--- config.mk ---
export PLATFORM = sky130hd
export DESIGN_NAME = lcd_msg_scheduler
export DESIGN_NICKNAME = d
export VERILOG_FILES = /design/src/rtl/lcd_msg_scheduler.sv
export SDC_FILE = /design/constraint.sdc
export NUM_CORES = 1
export LEC_CHECK = 0
export BUFFER_PORTS_ARGS = -buffer_cell sky130_fd_sc_hd__clkbuf_2
export CORE_MARGIN = 2
export CORE_UTILIZATION = 55
export CTS_BUF_LIST = sky130_fd_sc_hd__clkbuf_4 sky130_fd_sc_hd__clkbuf_8 sky130_fd_sc_hd__clkbuf_16
export CTS_CLUSTER_SIZE = 30
export DETAILED_ROUTE_END_ITERATION = 8
export PLACE_DENSITY = 0.72
export SYNTH_ARGS = -nofsm -noshare
export SYNTH_HDL_FRONTEND = slang
export SYNTH_SLANG_ARGS = --single-unit
export TNS_END_PERCENT = 30
--- constraint.sdc ---
create_clock -name clk -period 3.2 [get_ports clk]
set_input_delay 0.16 -clock clk [delete_from_list [all_inputs] [get_ports clk]]
set_output_delay 0.16 -clock clk [all_outputs]
set_load 0.01 [all_outputs]
--- src/rtl/lcd_msg_scheduler.sv ---
// lcd_msg_scheduler: feeds a single-line HD44780 character driver from two
// message buffers. It waits out the LCD power-on init, then sends each
// committed message round-robin. Every message goes out as exactly COLS
// characters, padded with spaces, at a fixed strobe pitch. The message then
// stays on the display for a hold time before the next grant.
//
// Ports:
//   clk, rst_n   system clock, asynchronous active-low reset
//   wr_valid[i]  requester i character valid
//   wr_data      requester i character on [8i+7:8i]
//   wr_last[i]   final character of requester i's message
//   wr_ready[i]  requester i buffer is free to be written
//   ascii_out    character to the LCD driver
//   ascii_valid  single-cycle strobe to the LCD driver
//   init_done    init wait has expired (sticky until reset)
//   active       a message is being sent or held
//   grant        requester currently or most recently displayed
module lcd_msg_scheduler #(
  parameter int unsigned CLK_HZ        = 32768,
  parameter int unsigned COLS          = 8,
  parameter int unsigned INIT_WAIT_CYC = (CLK_HZ * 60) / 1000,
  parameter int unsigned CHAR_GAP_CYC  = 16,
  parameter int unsigned HOLD_CYC      = CLK_HZ
) (
  input  logic        clk,
  input  logic        rst_n,
  input  logic [1:0]  wr_valid,
  input  logic [15:0] wr_data,
  input  logic [1:0]  wr_last,
  output logic [1:0]  wr_ready,
  output logic [7:0]  ascii_out,
  output logic        ascii_valid,
  output logic        init_done,
  output logic        active,
  output logic        grant
);

  localparam int unsigned IDX_W = (COLS > 1) ? $clog2(COLS) : 1;
  localparam int unsigned CNT_W = $clog2(COLS + 1);
  localparam int unsigned TMR_W = 16;

  typedef enum logic [2:0] {S_INIT, S_IDLE, S_SEND, S_GAP, S_HOLD} state_t;

  state_t           state;
  logic [TMR_W-1:0] tmr;
  logic [IDX_W-1:0] idx;
  logic             rr_last;
  logic [1:0]       committed;
  logic [CNT_W-1:0] wcnt [2];
  logic [CNT_W-1:0] len  [2];
  logic [7:0]       msg_buf [2][COLS];

  logic             pick_c;
  logic             sel_g_c;
  logic [IDX_W-1:0] sel_idx_c;
  logic [7:0]       next_char_c;

  assign wr_ready = ~committed;

  // Character storage; contents only matter once the buffer is committed.
  always_ff @(posedge clk) begin
    for (int i = 0; i < 2; i++) begin
      if (wr_valid[i] && !committed[i] && (wcnt[i] < CNT_W'(COLS)))
        msg_buf[i][wcnt[i][IDX_W-1:0]] <= wr_data[8*i +: 8];
    end
  end

  // Requester to grant: the only committed one, or the one not served last.
  // The next character is either the one for slot 0 of that requester
  // (leaving idle) or the one for slot idx of the current grant (leaving
  // the gap); slots past the message length are padded with spaces.
  always_comb begin
    pick_c      = (committed == 2'b11) ? ~rr_last : committed[1];
    sel_g_c     = (state == S_IDLE) ? pick_c : grant;
    sel_idx_c   = (state == S_IDLE) ? '0 : idx;
    next_char_c = (CNT_W'(sel_idx_c) < len[sel_g_c]) ?
                  msg_buf[sel_g_c][sel_idx_c] : 8'h20;
  end

  // Write bookkeeping and the scheduler FSM. ascii_valid is raised on the
  // transition into S_SEND, so the strobe is high exactly while in S_SEND.
  always_ff @(posedge clk or negedge rst_n) begin
    if (!rst_n) begin
      state       <= S_INIT;
      tmr         <= TMR_W'(INIT_WAIT_CYC);
      idx         <= '0;
      rr_last     <= 1'b1;
      committed   <= 2'b00;
      ascii_out   <= 8'h20;
      ascii_valid <= 1'b0;
      init_done   <= 1'b0;
      active      <= 1'b0;
      grant       <= 1'b0;
      for (int i = 0; i < 2; i++) begin
        wcnt[i] <= '0;
        len[i]  <= '0;
      end
    end else begin
      // Write side runs in every state; overlong characters are counted
      // up to COLS and dropped.
      for (int i = 0; i < 2; i++) begin
        if (wr_valid[i] && !committed[i]) begin
          if (wr_last[i]) begin
            committed[i] <= 1'b1;
            len[i]       <= (wcnt[i] < CNT_W'(COLS)) ? wcnt[i] + CNT_W'(1)
                                                     : CNT_W'(COLS);
            wcnt[i]      <= '0;
          end else if (wcnt[i] < CNT_W'(COLS)) begin
            wcnt[i] <= wcnt[i] + CNT_W'(1);
          end
        end
      end

      ascii_valid <= 1'b0;

      case (state)
        S_INIT: begin
          if (tmr == '0) begin
            init_done <= 1'b1;
            state     <= S_IDLE;
          end else begin
            tmr <= tmr - TMR_W'(1);
          end
        end
        S_IDLE: begin
          if (|committed) begin
            grant       <= pick_c;
            active      <= 1'b1;
            idx         <= '0;
            ascii_valid <= 1'b1;
            ascii_out   <= next_char_c;
            state       <= S_SEND;
          end
        end
        S_SEND: begin
          if (idx == IDX_W'(COLS - 1)) begin
            committed[grant] <= 1'b0;
            rr_last          <= grant;
            tmr              <= TMR_W'(HOLD_CYC - 1);
            state            <= S_HOLD;
          end else begin
            idx   <= idx + IDX_W'(1);
            tmr   <= TMR_W'(CHAR_GAP_CYC - 2);
            state <= S_GAP;
          end
        end
        S_GAP: begin
          if (tmr == '0) begin
            ascii_valid <= 1'b1;
            ascii_out   <= next_char_c;
            state       <= S_SEND;
          end else begin
            tmr <= tmr - TMR_W'(1);
          end
        end
        S_HOLD: begin
          if (tmr == '0) begin
            active <= 1'b0;
            state  <= S_IDLE;
          end else begin
            tmr <= tmr - TMR_W'(1);
          end
        end
        default: state <= S_INIT;
      endcase
    end
  end

endmodule
# Word level (Yosys, flattened, before mapping)
# Memory sizes are Yosys's and may differ from the RTL's.
# Cells that the tools add are included.
[totals] memories=1 output_inout_bits=14 in_bits=22 register_bits=53 ram_bits=128
[classes] n_eq_ne=12 reduce_logical=32 muxes=52 magnitude_cmp=11 bitwise_logic=8 n_addsub=4
[mem_list] name="msg_buf" words=2 width=64 rd=1 rd_clocked_by_memory_dff=0 wr=2 line="51" source="logic [7:0] msg_buf [2][COLS];"
[ops] op="64-bit two-way mux" n=2
[ops] op="8-bit two-way mux" n=7
[ops] op="8-bit demux with 3-bit select" n=2
[ops] op="4-bit two-way mux" n=9
[ops] op="16-bit one-hot mux with 2 select lines" n=1
[ops] op="8-bit binary-select mux with 3-bit select" n=1
[ops] op="3-bit two-way mux" n=7
[ops] op="16-bit logical NOT" n=1
[ops] op="16-bit two-way mux" n=1
[ops] op="8-bit one-hot mux with 2 select lines" n=1
[ops] op="2-bit AND reduction" n=8
[ops] op="16-bit by 1-bit subtractor with 16-bit output (second input constant)" n=1
[ops] op="15-bit two-way mux" n=1
[ops] op="1-bit two-way mux" n=13
[ops] op="4-bit greater-or-equal comparator (second input constant)" n=3
[ops] op="3-bit NOT with 4-bit output" n=3
[ops] op="3-bit one-hot mux with 4 select lines" n=1
[ops] op="3-bit AND reduction" n=4
[ops] op="2-bit nonzero test" n=6
[ops] op="4-bit by 1-bit adder with 4-bit output (second input constant)" n=2
[ops] op="4-bit by 1-bit < comparator with 1-bit output (second input constant)" n=2
[ops] op="4-bit < comparator (second input constant)" n=2
[ops] op="2-bit inequality test (second input constant)" n=4
[ops] op="1-bit logical AND" n=7
[ops] op="other kinds (22)" n=30

# Depth between registers and ports, before layout
[logic_depth] ltp_word=11 ltp_mapped=9

# Worst setup path before layout
# OpenSTA, ideal clock, no wires.
[synth_timing] path_type="reg-to-reg" from="register state[2]" to="register ascii_out[5]" stages_incl_launch_ff=10 period_less_slack_ns=2.574 n_path_buf=1 t_required_ns=3.120 t_arrival_ns=2.494 path_slack_ns=0.626 path_cell_list="dfrtp_1 > clkbuf_1 > nor3b_1 > mux2_2 > mux2i_1 > ha_1 > o211a_1 > a311oi_1 > o211ai_4 > o22a_1"
[synth_via] elab_chain_cells=10
[synth_lines] element="start: declaration" line="44" source="state_t state;"
[synth_lines] element="start signal: assignment" line="84" source="state <= S_INIT;"
[synth_lines] element="start signal: assignment" line="120" source="state <= S_IDLE;"
[synth_lines] element="start signal: assignment" line="132" source="state <= S_SEND;"
[synth_lines] element="3-bit by 1-bit equality test with 1-bit output" line="74, 75, 116"
[synth_lines] element="1-bit two-way mux" line="74" source="sel_g_c = (state == S_IDLE) ? pick_c : grant;"
[synth_lines] element="1-bit NOT with 2-bit output (not written as such)" line="76" source="next_char_c = (CNT_W'(sel_idx_c) < len[sel_g_c]) ?"
[synth_lines] element="4-bit two-way mux (not written as such) (3 in a row)" line="76"
[synth_lines] element="3-bit by 4-bit < comparator with 1-bit output" line="76"
[synth_lines] element="8-bit two-way mux" line="76"
[synth_lines] element="8-bit two-way mux (on tied branches)" line="148, 126"
[synth_lines] element="8-bit one-hot mux with 2 select lines" line="116" source="case (state)"
[synth_lines] element="end signal: assignment" line="131" source="ascii_out <= next_char_c;"
[synth_lines] element="end signal: assignment" line="150" source="ascii_out <= next_char_c;"
[synth_lines] element="end: declaration" line="31" source="output logic [7:0] ascii_out,"
# Parallel ways exist; a longest one is shown, timed or not. The select of a mux whose other input is x is not followed.
# A chain may end at the register's enable or synchronous reset.

# Worst setup path in the final report
[layout_timing] from="register tmr[0]" to="register tmr[11]"
[layout_via] elab_chain_cells=3
[layout_lines] element="start: declaration" line="45" source="logic [TMR_W-1:0] tmr;"
[layout_lines] element="start signal: assignment" line="85" source="tmr <= TMR_W'(INIT_WAIT_CYC);"
[layout_lines] element="start signal: assignment" line="122" source="tmr <= tmr - TMR_W'(1);"
[layout_lines] element="start signal: assignment" line="139" source="tmr <= TMR_W'(HOLD_CYC - 1);"
[layout_lines] element="16-bit by 1-bit subtractor with 16-bit output / 16-bit logical NOT (equally long branches)"
[layout_lines] element="16-bit two-way mux / 2-bit inequality test (equally long branches)"
[layout_lines] element="16-bit one-hot mux with 2 select lines / 2-bit AND reduction (equally long branches)"
# Parallel ways exist; a longest one is shown, timed or not. The select of a mux whose other input is x is not followed.

==> summary.md <==
| Metric | Value |
|---|---|
| Placement Cell Area | 0.00840 mm^2 |
| Fmax | 0.365 GHz |
| Detail Route Antenna Nets | 0 |
| Most frequent cells in the layout | edfxtp_1 (128), nand2_1 (51), dfrtp_1 (42) |
| Status | complete, no violations |
| Worst skew pair latency | 0.44 ns |
| Period minus WS final | 2.74 ns |
| Final Cycle Share | 85.6% |
| Xor and xnor area share after synthesis | 0.443% |
| First-pass GRT wire length | 28.1 mm |
| Post-placement cell count | 751 |
| Area growth syn-to-layout | 14.2% |
| Global Route Usage Sum | 25.9% |
| Pwr Density | 677 mW/mm^2 |
| Critical Path Most Common Cell | a21oi_1 |
| Critical Path Start Type | flip-flop |
| Cell family with most CP delay | simple AND/OR/NAND/NOR gates |
| Static leakage | 3.32 nW |
| Switching Share | 27.7% |
| Worst Hold End | msg_buf[1][48]$_DFFE_PP_ |
| Crit path arrival time | 2.98 ns |
| Most common cell after layout, fill and taps aside | edfxtp_1 |
| Fillers | 1016 |
| Hold crit path type | in2reg |
| TritonRoute pass-1 iters | 5 |
| Area leader, netlist | edfxtp_1 |
| Uppermost layer routed | met4 |
| RSZ-0062 raised after global routing | false |
| Core area | 0.0140 mm^2 |
| Yosys reg bits | 181 |
| Placer Congestion | 0.827 |
| Post-Layout Cell Count | 787 |
| Initial antenna violation count | 0 |
| Flop pwr share | 48.0% |
| Synthesized net count | 568 |
| Worst R2R Start | tmr[0]$_DFFE_PN0P_ |
| Worst R2R Setup Slack | 0.46 ns |
| Full die area | 0.0154 mm^2 |
| Setup WS pre-CTS | 0.549 ns |
| Simple logic cell fraction of the synthesized area | 7.86% |
| Hold depth | 1 |
| Reg2reg path depth | 7 |
| Sum Neg Setup Slack | 0 ns |
| Clock network fraction of design power | 34.8% |
| Crit end category | flip-flop |
| Syn_area_per_cell | 14.8 um^2 |
| Mux contribution to synthesized area | 13.2% |
| # setup viols final | 0 |
| Total gr overflow | 0 |
| Post-route setup slack | 0.462 ns |
| Gate power share | 17.2% |
| Initial core utilization | 56.5% |
| Die height | 124 um |
| CTS root buf | clkbuf_16 |
| Synth top area share | 48.6% |
| Layout cells sized above 1 | 25.5% |
| FFs w/ async S/R, synth | 29.3% |
| Row count | 43 |
| Port bufs | 35 |
| Final slew viol count | 0 |
| Die W | 124 um |
| Largest cells by area after synthesis | edfxtp_1 (49%), dfrtp_1 (14%), mux4_2 (9.1%) |
| Vias in the first global route | 4970 |
| Crit path kind | reg2reg |
| WL met1 | 7.89 mm |
| WL final | 18.2 mm |
| Post-synthesis compound-gate area fraction | 9.54% |
| FF-to-FF End | tmr[11]$_DFFE_PN0P_ |
| Clock skew | 0.00621 ns |
| Sequential area share after synthesis | 65.5% |
| Crit-path max cell delay | 0.60 ns |
| Vias | 4940 |
| Adder-Cell Fraction of Synth Area | 1.58% |
| Unique masters post-synth | 56 |
| Pint | 4.42 mW |
| Final hold viol count | 0 |
| Primary FF master, synth | edfxtp_1 |
| Worst path bufs/invs | 1 |
| Met3 WL post-DR | 1.13 mm |
| Largest family of logic cells by synthesized area | multiplexers |
| Net Switching | 1.70 mW |
| Iter 0 DRT Violations | 521 |
| Max-Cap Viols | 0 |
| Post-synth EDFFs | 128 |
| Max VDD drop | 0.450 mV |
| Final Core Density | 64.6% |
| Synth Warn # | 0 |
| Worst path cell trace | inv_1 -> ha_1 -> or4b_2 -> nor4_1 -> o21ai_1 -> a21oi_1 -> a21oi_1 |
| Nets | 626 |
| Ant diodes | 0 |
| Vias per Instance | 6.28 |
| H-tree Lvls | 4 |
| TritonCTS Buffers | 17 |
| Reg clk slew, reported paths | 0.07 ns |
| Critical path's slowest cell | or4b_2 |
| Worst-margin pin slew | 1.28 ns |
| CP max FO | 19 |
| Mapped Area | 0.00791 mm^2 |
| Num ports | 36 |
| CTS resizes | 0 |
| Final Cell Area | 0.00903 mm^2 |
| Min-Delay Startpoint | wr_data[8] |
| Drc violations | 0 |
| Largest net degree at the start of global routing | 36 |
| TritonCTS Sinks | 181 |
| CTS tree | done |
| Drt wl/cell | 23.1 um |
| Clk buf depth | 2 |
| DPL Wire Length | 11.8 mm |
| Metal2 WL | 8.85 mm |
| Req. time, crit path | 3.45 ns |
| Slew headroom | 14.0% |
| Cell count after synthesis | 536 |
[metal layers]
layer | track usage [%] | vias to the layer above
met5 | 0 | -
met4 | 9.27 | 0
met3 | 7.05 | 27
met2 | 39.8 | 149
met1 | 35.9 | 2551
li1 | - | 2213
[cells by family after synthesis]
kind of cell,Yosys count
xor gates and xnor gates,4
adders and majority gates,10
buffers and inverters,34
DFF,181
and+or+nand+nor,128
muxes,63
AOI/OAI and AO/OA,116
[state kept, by name, summed over array words and instances, names as in the netlist]
name,flops
ascii_out,8
tmr,16
init_done,1
state,3
wcnt,8
grant,1
rr_last,1
idx,3
ascii_valid,1
len,8
active,1
committed,2
msg_buf,128
[metrics by stage]
stage	power [mW]	hold slack (ns)
after floorplan	3.69	-0.136
after global placement	3.97	0.313
after detailed placement	4.03	0.327
after CTS	6.14	0.00455
after global routing	6.39	0.0135
final	6.12	0.0179
[cell usage after synthesis (10+ instances only)]
library cell	number
mux2_2	10
mux4_2	32
nand2_1	51
edfxtp_1	128
o21ai_0	27
clkbuf_1	17
dfrtp_1	43
dfstp_2	10
nor3_1	12
nor2_1	26
ha_1	10
a21oi_1	28
mux2i_1	21
[worst register-to-register path: stages, from the launching register on]
cell and delay, ns:
dfrtp_1 0.42, inv_1 0.10, ha_1 0.13, or4b_2 0.60
nor4_1 0.37, o21ai_1 0.54, a21oi_1 0.33, a21oi_1 0.07
[worst max path at each step]
stage,start,endpoint,cells past startpoint
6_report,tmr[0]$_DFFE_PN0P_,tmr[11]$_DFFE_PN0P_,7
5_1_grt,tmr[0]$_DFFE_PN0P_,tmr[11]$_DFFE_PN0P_,7
4_1_cts,tmr[0]$_DFFE_PN0P_,tmr[11]$_DFFE_PN0P_,7
3_5_place_dp,tmr[0]$_DFFE_PN0P_,tmr[11]$_DFFE_PN0P_,7
3_3_place_gp,state[0]$_DFFE_PN0P_,ascii_out[5]$_DFFE_PN1P_,8
2_1_floorplan,state[2]$_DFFE_PN0P_,ascii_out[5]$_DFFE_PN1P_,9
[power groups by stage]
stage | Combinational [mW] | Sequential (mW) | Clock [mW]
finish | 1.05 | 2.93 | 2.13
detailed placement | 1.06 | 2.97 | 0
CTS | 1.07 | 2.93 | 2.15
global placement | 1.01 | 2.96 | 0
floorplan | 0.778 | 2.91 | 0
global route | 1.16 | 2.96 | 2.26
[timing repair]
action,in CTS,in global routing
endpoints found under the setup margin,0,0
buffers inserted,0,0
hold buffers,4,0
hold endpoints to repair,31,0
[final cells by class]
| cell class | instances | area (um^2) | area share [%] |
|---|---|---|---|
| repair buffers | 64 | 403 | 4.46 |
| flip-flops and latches | 181 | 5180 | 57.4 |
| clock inverters | 14 | 166 | 1.84 |
| well taps | 180 | 225 | 2.49 |
| clock buffers | 18 | 433 | 4.79 |
| multi-input cells | 321 | 2580 | 28.6 |
| inverters | 9 | 38.8 | 0.429 |
Power figures use the tool's default switching activity.
